$ cat config.mk
export PLATFORM = sky130hd
export DESIGN_NAME = i2s_tx_tdm_channel
export DESIGN_NICKNAME = d
export VERILOG_FILES = /design/src/rtl/i2s_tx_tdm_channel.sv
export SDC_FILE = /design/constraint.sdc
export NUM_CORES = 1
export LEC_CHECK = 0
export BUFFER_PORTS_ARGS = -buffer_cell sky130_fd_sc_hd__buf_2
export CAP_MARGIN = 0
export CELL_PAD_IN_SITES_DETAIL_PLACEMENT = 0
export CELL_PAD_IN_SITES_GLOBAL_PLACEMENT = 1
export CORE_MARGIN = 1.5
export CORE_UTILIZATION = 45
export CTS_BUF_LIST = sky130_fd_sc_hd__clkbuf_4 sky130_fd_sc_hd__clkbuf_8
export CTS_CLUSTER_SIZE = 25
export DETAILED_ROUTE_END_ITERATION = 6
export MAX_ROUTING_LAYER = met4
export PLACE_DENSITY = 0.81
export SYNTH_ARGS = -nofsm -noshare
export SYNTH_HDL_FRONTEND = slang
export SYNTH_SLANG_ARGS = --single-unit
$ cat constraint.sdc
create_clock -name sck_i -period 3.2 [get_ports sck_i]
set_clock_uncertainty 0.1 [all_clocks]
set_input_delay 0.64 -clock sck_i [delete_from_list [all_inputs] [get_ports sck_i]]
set_output_delay 0.64 -clock sck_i [all_outputs]
set_load 0.05 [all_outputs]
$ cat src/rtl/i2s_tx_tdm_channel.sv
// TDM transmit channel: serialises TX FIFO words onto one data line, up to NUM_SLOTS
// slots per frame, with slot mask, word length, bit order and ws-to-data offset.
module i2s_tx_tdm_channel #(
    parameter int NUM_SLOTS = 8,
    parameter int DATA_W    = 32,
    parameter int OFFSET_W  = 9
) (
    input  logic                         sck_i,
    input  logic                         rst_i,
    input  logic                         ws_i,
    output logic                         sd_o,
    input  logic [DATA_W-1:0]            fifo_data_i,
    input  logic                         fifo_data_valid_i,
    output logic                         fifo_data_ready_o,
    output logic                         fifo_err_o,
    output logic                         frame_err_o,
    output logic                         busy_o,
    output logic [$clog2(NUM_SLOTS)-1:0] slot_o,
    input  logic                         cfg_en_i,
    input  logic [$clog2(NUM_SLOTS)-1:0] cfg_num_slots_i,
    input  logic [NUM_SLOTS-1:0]         cfg_slot_mask_i,
    input  logic [$clog2(DATA_W)-1:0]    cfg_num_bits_i,
    input  logic                         cfg_lsb_first_i,
    input  logic [OFFSET_W-1:0]          cfg_offset_i
);

    localparam int SLOT_W = $clog2(NUM_SLOTS);
    localparam int BIT_W  = $clog2(DATA_W);

    localparam logic [2:0] ST_IDLE    = 3'd0;
    localparam logic [2:0] ST_PRIME   = 3'd1;
    localparam logic [2:0] ST_WAIT_WS = 3'd2;
    localparam logic [2:0] ST_OFFSET  = 3'd3;
    localparam logic [2:0] ST_SHIFT   = 3'd4;

    logic [2:0]          state_q, state_d;
    logic [DATA_W-1:0]   shadow_q, shadow_d;
    logic                shadow_full_q, shadow_full_d;
    logic [DATA_W-1:0]   shift_q, shift_d;
    logic [BIT_W-1:0]    bit_cnt_q, bit_cnt_d;
    logic [OFFSET_W-1:0] off_cnt_q, off_cnt_d;
    logic [SLOT_W-1:0]   slot_q, slot_d;
    logic                sd_q, sd_d;
    logic                fifo_err_q, fifo_err_d;
    logic                frame_err_q, frame_err_d;

    logic                capture_s;
    logic                consume_s;
    logic                start_s;
    logic                load_s;
    logic                load_first_s;
    logic                load_mask_s;
    logic [DATA_W-1:0]   load_word_s;
    logic [SLOT_W-1:0]   next_slot_s;

    // Position in the loaded word of the cnt-th transmitted bit of a slot.
    function automatic logic [BIT_W-1:0] bit_idx(input logic [BIT_W-1:0] cnt,
                                                 input logic [BIT_W-1:0] nb,
                                                 input logic             lsb);
        if (lsb) begin
            bit_idx = cnt;
        end else begin
            bit_idx = nb - cnt;
        end
    endfunction

    assign fifo_data_ready_o = (state_q != ST_IDLE) && !shadow_full_q;
    assign capture_s         = fifo_data_valid_i && fifo_data_ready_o;
    assign next_slot_s       = slot_q + SLOT_W'(1);

    assign sd_o        = sd_q;
    assign fifo_err_o  = fifo_err_q;
    assign frame_err_o = frame_err_q;
    assign busy_o      = (state_q == ST_OFFSET) || (state_q == ST_SHIFT);
    assign slot_o      = slot_q;

    // Frame sequencing, slot loads and shadow refill.
    always_comb begin
        state_d       = state_q;
        shadow_d      = shadow_q;
        shadow_full_d = shadow_full_q;
        shift_d       = shift_q;
        bit_cnt_d     = bit_cnt_q;
        off_cnt_d     = off_cnt_q;
        slot_d        = slot_q;
        sd_d          = sd_q;
        fifo_err_d    = 1'b0;
        frame_err_d   = 1'b0;
        consume_s     = 1'b0;
        start_s       = 1'b0;
        load_s        = 1'b0;
        load_first_s  = 1'b0;
        load_mask_s   = 1'b0;
        load_word_s   = '0;

        case (state_q)
            ST_IDLE: begin
                sd_d = 1'b0;
                if (cfg_en_i) begin
                    state_d = ST_PRIME;
                end else begin
                    state_d = ST_IDLE;
                end
            end
            ST_PRIME: begin
                sd_d = 1'b0;
                if (capture_s) begin
                    state_d = ST_WAIT_WS;
                end else begin
                    state_d = ST_PRIME;
                end
            end
            ST_WAIT_WS: begin
                sd_d = 1'b0;
                if (ws_i) begin
                    start_s = 1'b1;
                end else begin
                    state_d = ST_WAIT_WS;
                end
            end
            ST_OFFSET: begin
                if (ws_i) begin
                    start_s     = 1'b1;
                    frame_err_d = 1'b1;
                end else if (off_cnt_q == '0) begin
                    load_s       = 1'b1;
                    load_first_s = 1'b1;
                end else begin
                    off_cnt_d = off_cnt_q - OFFSET_W'(1);
                end
            end
            ST_SHIFT: begin
                if (bit_cnt_q == cfg_num_bits_i) begin
                    if (slot_q == cfg_num_slots_i) begin
                        // ws on the frame's final edge is a legal back-to-back frame
                        if (ws_i) begin
                            start_s = 1'b1;
                        end else begin
                            state_d = ST_WAIT_WS;
                            sd_d    = 1'b0;
                            slot_d  = '0;
                        end
                    end else if (ws_i) begin
                        start_s     = 1'b1;
                        frame_err_d = 1'b1;
                    end else begin
                        load_s = 1'b1;
                    end
                end else if (ws_i) begin
                    start_s     = 1'b1;
                    frame_err_d = 1'b1;
                end else begin
                    bit_cnt_d = bit_cnt_q + BIT_W'(1);
                    sd_d      = shift_q[bit_idx(bit_cnt_q + BIT_W'(1), cfg_num_bits_i,
                                                cfg_lsb_first_i)];
                end
            end
            default: begin
                state_d = ST_IDLE;
                sd_d    = 1'b0;
            end
        endcase

        if (start_s) begin
            slot_d = '0;
            if (cfg_offset_i == '0) begin
                load_s       = 1'b1;
                load_first_s = 1'b1;
            end else begin
                state_d   = ST_OFFSET;
                off_cnt_d = cfg_offset_i - OFFSET_W'(1);
                sd_d      = 1'b0;
            end
        end else begin
            off_cnt_d = off_cnt_d;
        end

        if (load_s) begin
            load_mask_s = load_first_s ? cfg_slot_mask_i[0] : cfg_slot_mask_i[next_slot_s];
            if (load_mask_s && shadow_full_q) begin
                load_word_s = shadow_q;
                consume_s   = 1'b1;
            end else begin
                load_word_s = '0;
                fifo_err_d  = load_mask_s;
            end
            state_d   = ST_SHIFT;
            slot_d    = load_first_s ? '0 : next_slot_s;
            bit_cnt_d = '0;
            shift_d   = load_word_s;
            sd_d      = load_word_s[bit_idx('0, cfg_num_bits_i, cfg_lsb_first_i)];
        end else begin
            shift_d = shift_d;
        end

        if (consume_s) begin
            shadow_full_d = 1'b0;
        end else begin
            shadow_full_d = shadow_full_q;
        end
        if (capture_s) begin
            shadow_d      = fifo_data_i;
            shadow_full_d = 1'b1;
        end else begin
            shadow_d = shadow_q;
        end

        // Disable wins over everything: flush the shadow and go quiet.
        if (!cfg_en_i) begin
            state_d       = ST_IDLE;
            shadow_full_d = 1'b0;
            sd_d          = 1'b0;
            slot_d        = '0;
            bit_cnt_d     = '0;
            off_cnt_d     = '0;
            fifo_err_d    = 1'b0;
            frame_err_d   = 1'b0;
        end else begin
            state_d = state_d;
        end
    end

    // State and output registers with synchronous reset.
    always_ff @(posedge sck_i) begin
        if (rst_i) begin
            state_q       <= ST_IDLE;
            shadow_q      <= '0;
            shadow_full_q <= 1'b0;
            shift_q       <= '0;
            bit_cnt_q     <= '0;
            off_cnt_q     <= '0;
            slot_q        <= '0;
            sd_q          <= 1'b0;
            fifo_err_q    <= 1'b0;
            frame_err_q   <= 1'b0;
        end else begin
            state_q       <= state_d;
            shadow_q      <= shadow_d;
            shadow_full_q <= shadow_full_d;
            shift_q       <= shift_d;
            bit_cnt_q     <= bit_cnt_d;
            off_cnt_q     <= off_cnt_d;
            slot_q        <= slot_d;
            sd_q          <= sd_d;
            fifo_err_q    <= fifo_err_d;
            frame_err_q   <= frame_err_d;
        end
    end

endmodule

=== After elaboration in Yosys (flattened, before gate mapping) ===
Cells that the tools add are included.

* Add/subtract/negate cells: 5
* Order comparisons: 3
* Eq/ne operators: 7
* Muxes and demuxes: 63
* Bitwise operators: 4
* Reduce and logical (&&, ||, !) cells: 19

{| class="wikitable"
|+ Operators by type and width
! operator !! number
|-
| 32-bit two-way mux || 2
|-
| 9-bit two-way mux || 5
|-
| 3-bit two-way mux || 13
|-
| 5-bit two-way mux || 6
|-
| 1-bit two-way mux || 29
|-
| 9-bit logical NOT || 2
|-
| 9-bit by 1-bit subtractor with 9-bit output, second input constant || 2
|-
| 3-bit case mux with 5 select lines || 1
|-
| 5-bit by 6-bit less-than comparator with 1-bit output, second input constant || 2
|-
| 3-bit nonzero test || 4
|-
| 1-bit binary-select mux with 5-bit select || 2
|-
| 3-bit by 2-bit equality test with 1-bit output, second input constant || 2
|-
| 1-bit case mux with 2 select lines || 3
|-
| 3-bit OR reduction || 2
|-
| 5-bit by 1-bit adder with 5-bit output, second input constant || 1
|-
| 5-bit equality test || 1
|-
| 5-bit subtractor || 1
|-
| 3-bit by 4-bit less-than comparator with 1-bit output, second input constant || 1
|-
| 1-bit inverter || 4
|-
| 4-bit AND reduction || 1
|-
| 4-bit OR reduction || 1
|-
| 3-bit by 1-bit adder with 3-bit output, second input constant || 1
|-
| 1-bit binary-select mux with 3-bit select || 1
|-
| 3-bit by 1-bit equality test with 1-bit output, second input constant || 1
|-
| 11 further kinds || 13
|}

* Bits in registers: 88
* Input port bits: 63

=== Logic depth before layout (Yosys ltp) ===
* Depth in word-level cells: 14
* Mapped depth: 12

=== Least setup slack after synthesis ===
Ideal clock, no wire load.

* Path type: input-to-reg
* From: input port cfg_num_bits_i[0]
* To: register sd_q, in the netlist sd_o
* Setup time: 0.116 ns
* Arrival time: 2.618 ns
* Path slack: 0.367 ns
* Stages: 11
* Path buffers: 0
* Cell sequence: inv_1 > ha_1 > inv_1 > fa_1 > mux2i_2 > mux4_1 > mux2i_1 > mux2i_1 > mux2i_1 > a2111oi_2 > a31o_1

* Word-level cells in the longest chain between the ends: 13
* Elaborated cells on any way between the ends: 22
* Classes of those cells: add/sub (1); eq/ne (1); mux (20)

{| class="wikitable"
|+ Ends and longest elaborated chain
! what !! RTL line !! source
|-
| from (decl) || 22 || <nowiki>input logic [$clog2(DATA_W)-1:0] cfg_num_bits_i,</nowiki>
|-
| 5-bit subtractor || 63 || <nowiki>bit_idx = nb - cnt;</nowiki>
|-
| 5-bit two-way mux || 60 || <nowiki>if (lsb) begin</nowiki>
|-
| 5-bit two-way mux || 149 || <nowiki>end else if (ws_i) begin</nowiki>
|-
| 5-bit two-way mux || 133 || <nowiki>if (bit_cnt_q == cfg_num_bits_i) begin</nowiki>
|-
| 5-bit two-way mux || 96 || <nowiki>case (state_q)</nowiki>
|-
| 1-bit binary-select mux with 5-bit select || 154 || <nowiki>sd_d = shift_q[bit_idx(bit_cnt_q + BIT_W'(1), cfg_num_bits_i,</nowiki>
|-
| 1-bit two-way mux (implied by the code) || 154 ||
|-
| 1-bit two-way mux || 149 ||
|-
| 1-bit two-way mux || 133 ||
|-
| 1-bit case mux with 2 select lines || 96 ||
|-
| 1-bit two-way mux || 166 || <nowiki>if (cfg_offset_i == '0) begin</nowiki>
|-
| 1-bit two-way mux || 164 || <nowiki>if (start_s) begin</nowiki>
|-
| 1-bit two-way mux (*) || 178 || <nowiki>if (load_s) begin</nowiki>
|-
| to (signal assigned) || 233 || <nowiki>sd_q <= 1'b0;</nowiki>
|-
| to (signal assigned) || 244 || <nowiki>sd_q <= sd_d;</nowiki>
|-
| to (decl) || 43 || <nowiki>logic sd_q, sd_d;</nowiki>
|}

Every way passes the cells marked *; elsewhere a longest branch is shown, timed or not. The select of a mux whose other input is x is not followed.
A chain may end at the register's enable or synchronous reset.

=== Final worst setup path ===
* From: register bit_cnt_q[0]
* To: register sd_q, in the netlist sd_o

* Word-level cells in the longest chain between the ends: 14
* Elaborated cells on any way between the ends: 19
* Classes of those cells: add/sub (2); eq/ne (1); mux (16)

{| class="wikitable"
|+ Ends and longest elaborated chain
! what !! RTL line !! source
|-
| from (decl) || 40 || <nowiki>logic [BIT_W-1:0] bit_cnt_q, bit_cnt_d;</nowiki>
|-
| from (signal assigned) || 241 || <nowiki>bit_cnt_q <= bit_cnt_d;</nowiki>
|-
| 5-bit by 1-bit adder with 5-bit output || 154 ||
|-
| 5-bit subtractor || 63 ||
|-
| 5-bit two-way mux || 60 ||
|-
| 5-bit two-way mux || 149 ||
|-
| 5-bit two-way mux || 133 ||
|-
| 5-bit two-way mux || 96 ||
|-
| 1-bit binary-select mux with 5-bit select || 154 ||
|-
| 1-bit two-way mux (implied by the code) || 154 ||
|-
| 1-bit two-way mux || 149 ||
|-
| 1-bit two-way mux || 133 ||
|-
| 1-bit case mux with 2 select lines || 96 ||
|-
| 1-bit two-way mux || 166 ||
|-
| 1-bit two-way mux || 164 ||
|-
| 1-bit two-way mux (*) || 178 ||
|}

Marked as above.

==> metrics.log <==
[metrics] outcome: completed
[metrics] via count of the first global-routing pass: 3705
[metrics] worst hold path type: flip-flop to flip-flop
[metrics] floorplan die height: 107 µm
[metrics] critical path, cell by cell: ha_1 -> inv_1 -> fa_1 -> mux2i_2 -> buf_4 -> mux4_1 -> mux2i_1 -> mux2i_1 -> mux2i_1 -> a2111oi_2 -> a31o_1
[metrics] slew at the pin with the worst max-slew slack: 0.990 ns
[metrics] Buffers & Inverters on Critical Path: 2
[metrics] dominant cell type by area after synthesis: dfxtp_1
[metrics] Max H-tree Level: 3
[metrics] syn nets: 591
[metrics] dpl hpwl: 8300 µm
[metrics] largest delay contributor family on the critical path: multiplexers
[metrics] minimum clock period: 2.89 ns
[metrics] Final Hold Fails: 0
[metrics] Power Total: 0.00213 W
[metrics] Simple-Gate Fraction of Synth Area: 19.7%
[metrics] largest cells by area after synthesis: dfxtp_1, a22oi_2, mux4_1, nand2_1, a21oi_1
[metrics] count of distinct cell types in the synthesized netlist: 58
[metrics] adder-cell share of the synthesized area: 2.75%
[metrics] classification of the worst setup path: flip-flop to flip-flop
[metrics] Post-Route WL: 11000 µm
[metrics] latest clock arrival within the worst-skew pair: 0.37 ns
[metrics] number of fill cells in the layout: 1011
[metrics] initial antenna violation count: 0
[metrics] worst hold path depth: 2
[metrics] share of the synthesized area in the top cell type: 36.5%
[metrics] clock-pin slew reported for the worst setup and hold paths after clock tree synthesis: 0.10 ns
[metrics] Total Nets Final: 656
[metrics] TritonCTS buffer count: 9
[metrics] post-placement worst setup slack: -0.0312 ns
[metrics] critical path depth: 11
[metrics] Max-Cap Viols: 0
[metrics] most frequently used cell type in the post-synthesis netlist: dfxtp_1
[metrics] global-route wire length before repair: 18500 µm
[metrics] count of mapped cells out of synthesis: 518
[metrics] final design instance area without fill: 5490 µm²
[metrics] setup repair after global routing missed its margin: no
[metrics] average routed wire per standard cell: 15.2 µm
[metrics] number of enable flip-flop cells after synthesis: 0
[metrics] Peak supply drop: 0.190 mV
[metrics] Layout Area Growth over Synthesis: 13.6%
[metrics] maximum frequency from static timing analysis: 0.346 GHz
[metrics] length in cells of the worst reg-to-reg path: 11
[metrics] post-synthesis async set-or-reset flop share: 0%
[metrics] cell area after placement: 5280 µm²
[metrics] maximum number of pins on one net before global-route repair: 65
[metrics] Seq cells post-synth: 88
[metrics] drt first-iter violations: 205
[metrics] die footprint: 11400 µm²
[metrics] CP max stage delay: 0.46 ns
[metrics] root cell of the clock tree: clkbuf_8
[metrics] Top cell by count, worst path: mux2i_1
[metrics] cell area after synthesis: 4830 µm²
[metrics] Leak Pwr: 2.08 nW
[metrics] xor/xnor cell area share of the yosys netlist: 5.44%
[metrics] final worst-path cycle share: 90.3%
[metrics] mean post-synth cell area: 9.32 µm²
[metrics] ratio of cells with drive above 1 in the final layout: 29.8%
[metrics] Max Transition Viols Final: 0
[metrics] count of input and output buffers: 70
[metrics] Total GRT Usage: 20.9%
[metrics] Final setup violation count: 0
[metrics] launching element type of the critical path: flip-flop
[metrics] vias post-DR: 3929
[metrics] clock tree from TritonCTS: built
[metrics] Synth warnings: 0
[metrics] number of cell rows: 37
[metrics] minimum setup slack in the final design: 0.309 ns
[metrics] CP Max Fanout: 8
[metrics] fraction of the mapped netlist area in compound gates: 19.9%
[metrics] maximum count of clock buffers along a single path: 2
[metrics] I/O pin count: 71
[metrics] Initial Utilization: 46.5%
[metrics] leading register cell type out of synthesis: dfxtp_1
[metrics] Max-Slew Margin vs Limit: 33.8%
[metrics] post-route DRC violation count: 0
[metrics] list of most frequent post-synthesis cells: dfxtp_1, nand2_1, a21oi_1, nor2_1, nor2_2
[metrics] Crit path arrival time: 3.06 ns
[metrics] Remaining Overflow, GRT: 0
[metrics] Fin Hold WS: 0.388 ns
[metrics] Detailed Routing Iterations Pass 1: 4
[metrics] final antenna diode count: 0
[metrics] Final GP Congestion: 0.882
[metrics] proportion of synthesized chip area in sequential cells: 36.5%
[metrics] drt via density: 5.43
[metrics] core outline area: 10400 µm²
[metrics] number of nets still failing antenna checks after routing: 0
[metrics] die width: 107 µm
[metrics] Sinks on Clock Net: 88
[metrics] areal power density over the cells: 389 nW/µm²
[metrics] Critical Path RT: 3.36 ns
[metrics] largest family of logic cells by synthesized area: compound AO/OA/AOI/OAI gates
[metrics] proportion of synthesized area in mux cells: 10.9%
[metrics] crit path max-delay cell type: dfxtp_1
[metrics] endpoint type of the worst setup path: flip-flop
==> where the power goes <==
group | internal (W) | total, W | switching, W
registers | 0.00111 | 0.00113 | 0.0000184
logic | 0.0000898 | 0.000207 | 0.000117
clock network | 0.000370 | 0.000799 | 0.000428
==> cells by family (layout without fill, tap and decap cells) <==
| group | Yosys count | after routing |
|---|---|---|
| flip-flops | 88 | 88 |
| AO/OA/AOI/OAI | 123 | 123 |
| adder cells (fa/ha/maj) | 10 | 10 |
| AND/OR/NAND/NOR | 198 | 198 |
| buffers and inverters | 41 | 110 |
| XOR/XNOR | 30 | 30 |
| multiplexers | 28 | 28 |
==> worst min-delay path: stages (launching register included) <==
cell and delay, ns:
dfxtp_1 0.34, nand2_1 0.06, a21oi_1 0.05
==> cell type report <==
cell class | count | area (µm²) | area share, %
Timing Repair Buffer | 83 | 460 | 8.39
Clock buffer | 9 | 124 | 2.26
Multi-Input combinational cell | 389 | 2850 | 51.9
Tap cell | 136 | 170 | 3.10
Sequential cell | 88 | 1760 | 32.1
Clock inverter | 6 | 75.1 | 1.37
Inverter | 12 | 45.0 | 0.821
==> what timing repair did <==
action | in CTS | in global routing
setup buffers | 0 | 0
hold buffers | 0 | 0
setup endpoints to repair | 0 | 1
gates resized for setup | 0 | 1
==> cells in the final DEF (no fill, tap or decap), types with 6 or more instances in the layout <==
cell / instances
xor2_1: 10
a21oi_1: 49
mux2i_1: 10
inv_1: 12
o21ai_0: 12
buf_4: 12
ha_1: 9
a22oi_2: 30
nor2_2: 30
a211oi_1: 6
clkbuf_8: 9
nor3_1: 10
nand2b_1: 7
nor2b_1: 7
xnor2_1: 19
mux4_1: 11
nand3_1: 9
nor2_1: 39
nand2_1: 75
buf_2: 70
dfxtp_1: 88
==> registers in the layout, summed over array words and instances (netlist names), 3 cells and up <==
| signal | count |
|---|---|
| bit_cnt_q | 5 |
| off_cnt_q | 9 |
| shadow_q | 32 |
| shift_q | 32 |
| slot_o | 3 |
| state_q | 3 |
==> through the flow <==
stage	utilization, %	setup TNS [ns]	instances
finish	52.9	0	723
global route	52.9	0	723
CTS	52.8	0	723
detailed placement	50.9	-0.0312	708
global placement	50.9	0	708
floorplan	-	0	518
==> worst paths after layout <==
| kind | from | to | slack [ns] |
|---|---|---|---|
| worst min-delay path | shadow_q[18]$_SDFFE_PP0P_ | shadow_q[18]$_SDFFE_PP0P_ | 0.39 |
| worst min register to register | shadow_q[18]$_SDFFE_PP0P_ | shadow_q[18]$_SDFFE_PP0P_ | 0.39 |
| worst max register to register | bit_cnt_q[0]$_SDFFE_PP0P_ | sd_o$_SDFF_PP0_ | 0.31 |
| worst max-delay path | bit_cnt_q[0]$_SDFFE_PP0P_ | sd_o$_SDFF_PP0_ | 0.31 |
==> layer usage <==
layer  part of all wire [%]  vias up  global-route usage (%)
li1                       -     1968                       -
met1                     47     1891                    27.7
met4                   0.83        0                    4.29
met2                     48       61                    33.6
met3                    3.8        9                    4.01
met5                      0        -                       -
No activity file was read; power rests on OpenSTA's default activity.
